===== src/rtl/raven_arb_pkg.sv =====
// Shared constants and state type for the 16-way round-robin arbiter.
package raven_arb_pkg;

   localparam int unsigned NUM_REQ = 16;
   localparam int unsigned IDX_W   = 4;

   typedef enum logic [0:0] {IDLE, GRANT} arb_state_e;

endpackage


===== src/rtl/priority_enc_16.sv =====
// 16-bit priority encoder: highest set bit, returned as index+1 (0 when no bit is set).
module priority_enc_16 (
   input  logic [15:0] req,
   output logic [4:0]  enc
);

   always_comb begin
      enc = 5'd0;
      for (int i = 0; i < 16; i++) begin
         if (req[i]) enc = 5'(i + 1);
      end
   end

endmodule


===== src/rtl/rr_arb_16.sv =====
// Round-robin arbiter for 16 requesters with owner release, request-drop release and hold timeout.
// All outputs are registered; priority rotates downward from the last granted index.
module rr_arb_16
   import raven_arb_pkg::*;
#(
   parameter int unsigned MAX_HOLD = 16
) (
   input  logic               clk,
   input  logic               rst_n,
   input  logic [NUM_REQ-1:0] req,
   input  logic               done,
   output logic               gnt_valid,
   output logic [IDX_W-1:0]   gnt_idx,
   output logic [NUM_REQ-1:0] gnt_onehot,
   output logic               timeout
);

   localparam int unsigned CNT_W = (MAX_HOLD > 0) ? $clog2(MAX_HOLD + 1) : 1;

   arb_state_e         state;
   logic [IDX_W-1:0]   last_idx;
   logic [CNT_W-1:0]   hold_cnt;

   logic [NUM_REQ-1:0] mask;
   logic [IDX_W:0]     enc_masked;
   logic [IDX_W:0]     enc_full;
   logic [IDX_W:0]     enc_sel;
   logic [IDX_W:0]     enc_sel_m1;
   logic [IDX_W-1:0]   winner;
   logic               owner_req;
   logic               hold_exp;
   logic               release_now;

   // Bits strictly below the last winner take precedence, giving the downward rotation.
   assign mask = req & ((NUM_REQ'(1) << last_idx) - NUM_REQ'(1));

   priority_enc_16 u_enc_masked (
      .req (mask),
      .enc (enc_masked)
   );

   priority_enc_16 u_enc_full (
      .req (req),
      .enc (enc_full)
   );

   assign enc_sel     = (enc_masked != '0) ? enc_masked : enc_full;
   assign enc_sel_m1  = enc_sel - 1'b1;
   assign winner      = enc_sel_m1[IDX_W-1:0];

   assign owner_req   = req[gnt_idx];
   assign hold_exp    = (MAX_HOLD != 0) && (hold_cnt == CNT_W'(MAX_HOLD));
   assign release_now = done || !owner_req || hold_exp;

   always_ff @(posedge clk or negedge rst_n) begin
      if (!rst_n) begin
         state      <= IDLE;
         gnt_valid  <= 1'b0;
         gnt_idx    <= '0;
         gnt_onehot <= '0;
         timeout    <= 1'b0;
         last_idx   <= '0;
         hold_cnt   <= '0;
      end else begin
         unique case (state)
            IDLE: begin
               timeout <= 1'b0;
               if (req != '0) begin
                  state      <= GRANT;
                  gnt_valid  <= 1'b1;
                  gnt_idx    <= winner;
                  gnt_onehot <= NUM_REQ'(1) << winner;
                  last_idx   <= winner;
                  hold_cnt   <= CNT_W'(1);
               end
            end
            GRANT: begin
               if (release_now) begin
                  state      <= IDLE;
                  gnt_valid  <= 1'b0;
                  gnt_idx    <= '0;
                  gnt_onehot <= '0;
                  // Flag only revocations where the timer was the sole cause.
                  timeout    <= hold_exp && !done && owner_req;
               end else begin
                  timeout <= 1'b0;
                  if (hold_cnt != '1) hold_cnt <= hold_cnt + 1'b1;
               end
            end
            default: state <= IDLE;
         endcase
      end
   end

endmodule


===== config.mk =====
export PLATFORM = sky130hd
export DESIGN_NAME = rr_arb_16
export DESIGN_NICKNAME = d
export VERILOG_FILES = /design/src/rtl/raven_arb_pkg.sv /design/src/rtl/priority_enc_16.sv /design/src/rtl/rr_arb_16.sv
export SDC_FILE = /design/constraint.sdc
export NUM_CORES = 1
export LEC_CHECK = 0
export ABC_AREA = 1
export ABC_CLOCK_PERIOD_IN_PS = 5500
export BUFFER_PORTS_ARGS = -buffer_cell sky130_fd_sc_hd__buf_2
export CAP_MARGIN = 40
export CORE_ASPECT_RATIO = 1.5
export CORE_MARGIN = 2
export CORE_UTILIZATION = 27
export CTS_CLUSTER_SIZE = 12
export DETAILED_ROUTE_END_ITERATION = 10
export GPL_TIMING_DRIVEN = 0
export REMOVE_ABC_BUFFERS = 1
export SYNTH_ARGS = -nofsm -noshare
export SYNTH_HDL_FRONTEND = slang
export SYNTH_SLANG_ARGS = --single-unit

===== constraint.sdc =====
create_clock -name clk -period 5.5 [get_ports clk]
set_input_delay 0.825 -clock clk [delete_from_list [all_inputs] [get_ports clk]]
set_output_delay 0.825 -clock clk [all_outputs]
set_load 0.03 [all_outputs]

**Word level (Yosys, flattened, before mapping)**

Cells that the tools add are included.

- Register bits: 32
- Word-level logic and storage cells: 85

- $add $sub $neg: 3
- $lt $le $gt $ge: 1
- Equality and inequality tests: 6
- Shift-type cells: 2
- Mux-type cells: 53
- Bitwise gates (word level): 2
- Reductions and logical operators: 11

Operators by type and width:

| operator | number |
|---|---|
| 4-bit 2-to-1 mux | 20 |
| 16-bit 2-to-1 mux | 2 |
| 16-bit one-hot mux with 2 select lines | 1 |
| 1-bit by 4-bit << shifter with 16-bit output (first input constant) | 2 |
| 3-bit 2-to-1 mux | 8 |
| 5-bit 2-to-1 mux | 4 |
| 16-bit bitwise AND | 1 |
| 16-bit nonzero test | 1 |
| 16-bit by 1-bit subtractor with 16-bit output (second input constant) | 1 |
| 5-bit one-hot mux with 2 select lines | 1 |
| 1-bit 2-to-1 mux | 8 |
| 2-bit 2-to-1 mux | 4 |
| 4-bit one-hot mux with 2 select lines | 1 |
| 1-bit one-hot mux with 2 select lines | 3 |
| 5-bit by 1-bit adder with 5-bit output (second input constant) | 1 |
| 5-bit == test (second input constant) | 1 |
| 4-bit by 5-bit < comparator with 1-bit output (second input constant) | 1 |
| 5-bit != test (second input constant) | 1 |
| 5-bit nonzero test | 1 |
| 1-bit binary-select mux with 4-bit select | 1 |
| 2-bit by 1-bit != test with 1-bit output (second input constant) | 2 |
| 2-bit != test (second input constant) | 2 |
| 2-bit AND reduction | 2 |
| 4-bit by 1-bit subtractor with 4-bit output (second input constant) | 1 |
| other kinds (5) | 8 |

**Longest topological paths before layout**

- Depth after elaboration: 25
- Mapped depth: 30
- Gate-level depth less buffers: 29

**Modules after synthesis**

From an unflattened synthesis, not the netlist that was laid out.

- Cell total of the unflattened synthesis: 388
- Area total of the unflattened synthesis: 2506.2 um2

Modules (own cells, without submodules):

| module | times used | cells each | area each (um2) | seq. area each (um2) |
|---|---|---|---|---|
| rr_arb_16 | 1 | 304 | 2138.3 | 800.8 |
| priority_enc_16 | 2 | 42 | 183.9 | 0.0 |

**Least setup slack after synthesis**

OpenSTA, ideal clock, no wires.

- Path type: flip-flop to flip-flop
- Start: register last_idx[3]
- End: register gnt_onehot[4]
- Setup time: 117 ps
- Data arrival time: 2907 ps
- Data required time: 5383 ps
- Slack: 2476 ps
- Stages on the path, launching flop included: 29
- Buffers on the path: 1
- Cell sequence: dfrtp_1 buf_2 nor2_4 nand3_1 ha_1 or2_2 nand3_1 nand2_1 nand2_1 nand2_1 nand2_1 nand2_1 nand2_1 nand2_1 nand2_1 nand2_1 nand2_1 nand2_1 nand2_2 nand4_1 nand2_1 inv_1 ha_1 inv_1 nand3_1 nand3_2 nor2_1 nand2_1 nand2_1

- Cells in the longest elaborated chain, start to end: 25

Ends and longest elaborated chain:

| what | line | text |
|---|---|---|
| from (decl) | rr_arb_16.sv:21 | `logic [IDX_W-1:0] last_idx;` |
| from (signal assigned) | rr_arb_16.sv:73 | `last_idx <= winner;` |
| 1-bit by 4-bit << shifter with 16-bit output * | rr_arb_16.sv:35 | `assign mask = req & ((NUM_REQ'(1) << last_idx) - NUM_REQ'(1));` |
| 16-bit by 1-bit subtractor with 16-bit output * | rr_arb_16.sv:35 |  |
| 16-bit bitwise AND * | rr_arb_16.sv:35 |  |
| 1-bit 2-to-1 mux | priority_enc_16.sv:10 | `if (req[i]) enc = 5'(i + 1);` |
| 2-bit 2-to-1 mux (2 in a row) | priority_enc_16.sv:10 |  |
| 3-bit 2-to-1 mux (4 in a row) | priority_enc_16.sv:10 |  |
| 4-bit 2-to-1 mux (8 in a row) | priority_enc_16.sv:10 |  |
| 5-bit 2-to-1 mux * | priority_enc_16.sv:10 |  |
| 5-bit nonzero test | rr_arb_16.sv:47 | `assign enc_sel = (enc_masked != '0) ? enc_masked : enc_full;` |
| 4-bit 2-to-1 mux * | rr_arb_16.sv:47 |  |
| 4-bit by 1-bit subtractor with 4-bit output * | rr_arb_16.sv:48 | `assign enc_sel_m1 = enc_sel - 1'b1;` |
| 1-bit by 4-bit << shifter with 16-bit output * | rr_arb_16.sv:72 | `gnt_onehot <= NUM_REQ'(1) << winner;` |
| 16-bit 2-to-1 mux * | rr_arb_16.sv:68 | `if (req != '0) begin` |
| 16-bit one-hot mux with 2 select lines * | rr_arb_16.sv:65 | `unique case (state)` |
| to (signal assigned) | rr_arb_16.sv:72 |  |
| to (decl) | rr_arb_16.sv:14 | `output logic [NUM_REQ-1:0] gnt_onehot,` |

Every way passes the cells marked *; elsewhere a longest branch is shown, timed or not. The select of a mux whose other input is x is not followed.
A chain may end at the register's enable or synchronous reset.

**Worst setup path in the final report**

- Start: register last_idx[0]
- End: register gnt_onehot[15]

Same word-level chain as after synthesis.

==> summary.md <==
| Metric | Value |
|---|---|
| Final HPWL DP | `4.89 mm` |
| Total Wirelength | `6.03 mm` |
| Post-synth EDFFs | `0` |
| Multi-input gate area | `1280 um2` |
| Hold-fix buffers at CTS | `0` |
| Worst Hold Class | `reg2reg` |
| CTS tree | `yes` |
| Post-DR vias/cell | `4.61` |
| Worst vdd ir | `224 uV` |
| Vias in the first global route | `2360` |
| Post-CTS Setup Bufs | `0` |
| CP top delay family | `simple AND/OR/NAND/NOR gates` |
| F_max | `280 MHz` |
| Sequential share of the synthesized area | `34.8%` |
| Worst clock skew | `0.00285 ns` |
| Crit-path cells | `nor2_1 -> nand2_1 -> ha_1 -> nand2_1 -> inv_1 -> o21ai_2 -> o21ai_1 -> nand3_2 -> nand2_1 -> o21bai_1 -> nand2_1 -> nand2_1 -> nand2_1 -> nor2_2 -> nand4_1 -> nand2_1 -> inv_1 -> ha_1 -> inv_1 -> nand3_1 -> nand3_2 -> nor2_1 -> nand2_1 -> nand2_1` |
| Vias | `2298` |
| Register area | `801 um2` |
| First-pass GRT wire length | `10.5 mm` |
| Synthesis-to-finish area growth | `20.4%` |
| Starting density of the core | `27.5%` |
| Placed Area | `2630 um2` |
| R2R depth | `24` |
| Initial antenna violation count | `0` |
| Status | `completed` |
| Mapped Avg Cell Area | `6.66 um2` |
| Clk Latency, worst-skew pair | `0.27 ns` |
| Wire per inst | `12.1 um` |
| WHS Path Cells | `2` |
| Most used cell along the critical path | `nand2_1` |
| Yosys reg bits | `32` |
| ANT nets after route | `0` |
| N_diodes | `0` |
| Crit path buf inv count | `3` |
| Core Area | `8360 um2` |
| Worst r2r src | `last_idx[0]` |
| DRC violations left | `0` |
| Pin count of the biggest net entering global routing | `33` |
| Commonest non-fill, non-tap cell in the layout | `nand2_1` |
| Worst path max stage delay | `0.45 ns` |
| Startpoint types | `register` |
| Fin nets | `418` |
| Setup violators final | `0` |
| Critical Path AT | `3.73 ns` |
| CTS Buffer Depth | `2` |
| Worst-Margin Slew | `0.716 ns` |
| Post-synth top flop | `dfrtp_1` |
| Cell variety after synth | `30` |
| Die H | `117 um` |
| Finished Layout Cells | `498` |
| Hold EP | `gnt_valid` |
| CTS Buf Count | `5` |
| Pwr Total | `1.85 mW` |
| FP Rows | `41` |
| Crit Path Class | `reg2reg` |
| DRT Pass-1 Iters | `4` |
| Reg2reg end | `gnt_onehot[15]` |
| Hold Violations, Final | `0` |
| Clock slew at reported path FFs | `0.05 ns` |
| Crit share post-route | `65.0%` |
| Clock sinks | `32` |
| Post-Syn Area | `2300 um2` |
| Commonest cells after routing, fill and taps aside | `111 x nand2_1, 53 x inv_1, 40 x buf_2, 32 x dfrtp_1, 26 x nor2_1` |
| Grt ovf | `0` |
| Slowest cell on crit path | `dfrtp_1` |
| RSZ-0062 raised after global routing | `false` |
| Post-place setup slack | `1.94 ns` |
| Mapped Cells | `346` |
| Setup TNS | `0 ns` |
| Setup WS post-layout | `1.93 ns` |
| Syn. warnings | `0` |
| IO buf count | `40` |
| Final Critical Period | `3.57 ns` |
| Kind of end point of the critical path | `register` |
| Hold Crit Start | `gnt_valid` |
| Cts repair resizes | `0` |
| LEAKAGE | `1.52 nW` |
| Aggregate global-route resource usage | `14.4%` |
| Max Slew Vio Count | `0` |
| Fill count | `925` |
| Async S/R FF share, synth | `100%` |
| Clk root buf | `clkbuf_16` |
| Iter 0 DRT Violations | `74` |
| Number of H-tree levels | `2` |
| Power Density | `667 nW/um2` |
| Maxcap violations | `0` |
| Final Cell Area | `2770 um2` |
| Max FO, Critical Path | `6` |
| Critical Path RT | `5.66 ns` |
| Routability congestion estimate | `0.950` |
| Die Wd | `79.4 um` |
| Placed cell count | `490` |
| R2R setup slack | `1.93 ns` |
| Share of cells above drive strength 1 | `18.7%` |
| # IOs | `41` |
| Slew HR | `52.3%` |
| DIE AREA | `9300 um2` |
==> logic make-up after synthesis <==
kind of cell | count (synthesis) | share of synthesized area, %
simple gates | 192 | 37.6
buf+inv | 60 | 9.83
compound gates | 53 | 12.9
flops | 32 | 34.8
fa+ha+maj | 9 | 4.89
==> power by group <==
part / switching, mW / internal, mW / total, mW
Combinational: 0.814 / 0.345 / 1.16
Clock: 0.0965 / 0.178 / 0.275
Sequential: 0.0925 / 0.323 / 0.416
==> worst max path at each step <==
stage               cells past startpoint  slack, ns              to         from
floorplan                              27       2.49   gnt_onehot[4]  last_idx[3]
global placement                       24       1.98  gnt_onehot[14]  last_idx[3]
detailed placement                     24       1.94   gnt_onehot[7]  last_idx[0]
CTS                                    24       1.91  gnt_onehot[15]  last_idx[0]
global route                           27       1.59   gnt_onehot[5]  last_idx[3]
finish                                 24       1.93  gnt_onehot[15]  last_idx[0]
==> synthesized netlist by cell type, types with 3 or more instances <==
cell / n / area, um2
nor3_1: 9 / 45.0
ha_1: 9 / 113
nand2_1: 111 / 417
inv_2: 3 / 11.3
nor2_4: 3 / 33.8
o21ai_0: 24 / 120
nor2_2: 4 / 25.0
dfrtp_1: 32 / 801
nand3_2: 5 / 50.1
nor2_1: 26 / 97.6
a21oi_1: 15 / 75.1
nand2_2: 4 / 25.0
o21ai_1: 3 / 15.0
inv_1: 53 / 199
nand3_1: 20 / 100
nand4_1: 5 / 31.3
==> sequential cells by signal, summed over array words and instances (netlist names) <==
name	flops
timeout	1
hold_cnt	5
gnt_valid	1
gnt_onehot	16
gnt_idx	4
last_idx	4
state	1
==> final cells by class <==
class / count / share of cell area (%)
clock inverter: 2 / 0.361
multi-input combinational: 254 / 46.0
sequential: 32 / 28.9
tap: 107 / 4.83
inverter: 57 / 7.71
clock buffer: 6 / 5.01
timing repair buffer: 40 / 7.22
==> metrics by stage <==
step	hold slack [ns]	utilization [%]
6_report	0.472	33.2
3_5_place_dp	0.462	31.4
5_1_grt	0.490	33.2
4_1_cts	0.479	33.2
2_1_floorplan	0.481	-
3_3_place_gp	0.464	31.4
==> worst reg2reg max path, cell delays in order (launching register included) <==
cell and delay (ns):
dfrtp_1 0.45, nor2_1 0.30, nand2_1 0.13, ha_1 0.25, nand2_1 0.10, inv_1 0.07
o21ai_2 0.07, o21ai_1 0.11, nand3_2 0.08, nand2_1 0.07, o21bai_1 0.21, nand2_1 0.10
nand2_1 0.08, nand2_1 0.08, nor2_2 0.15, nand4_1 0.14, nand2_1 0.21, inv_1 0.12
ha_1 0.24, inv_1 0.08, nand3_1 0.08, nand3_2 0.15, nor2_1 0.08, nand2_1 0.07
nand2_1 0.05
==> layer usage <==
layer | share of wire (%) | wire (um) | global-route usage [%]
met1 | 41 | 2450 | 16.0
met2 | 54 | 3240 | 27.5
met3 | 2.8 | 167 | 1.61
met4 | 2.8 | 170 | 6.21
met5 | 0 | 0 | 0
No activity file was read; power rests on OpenSTA's default activity.
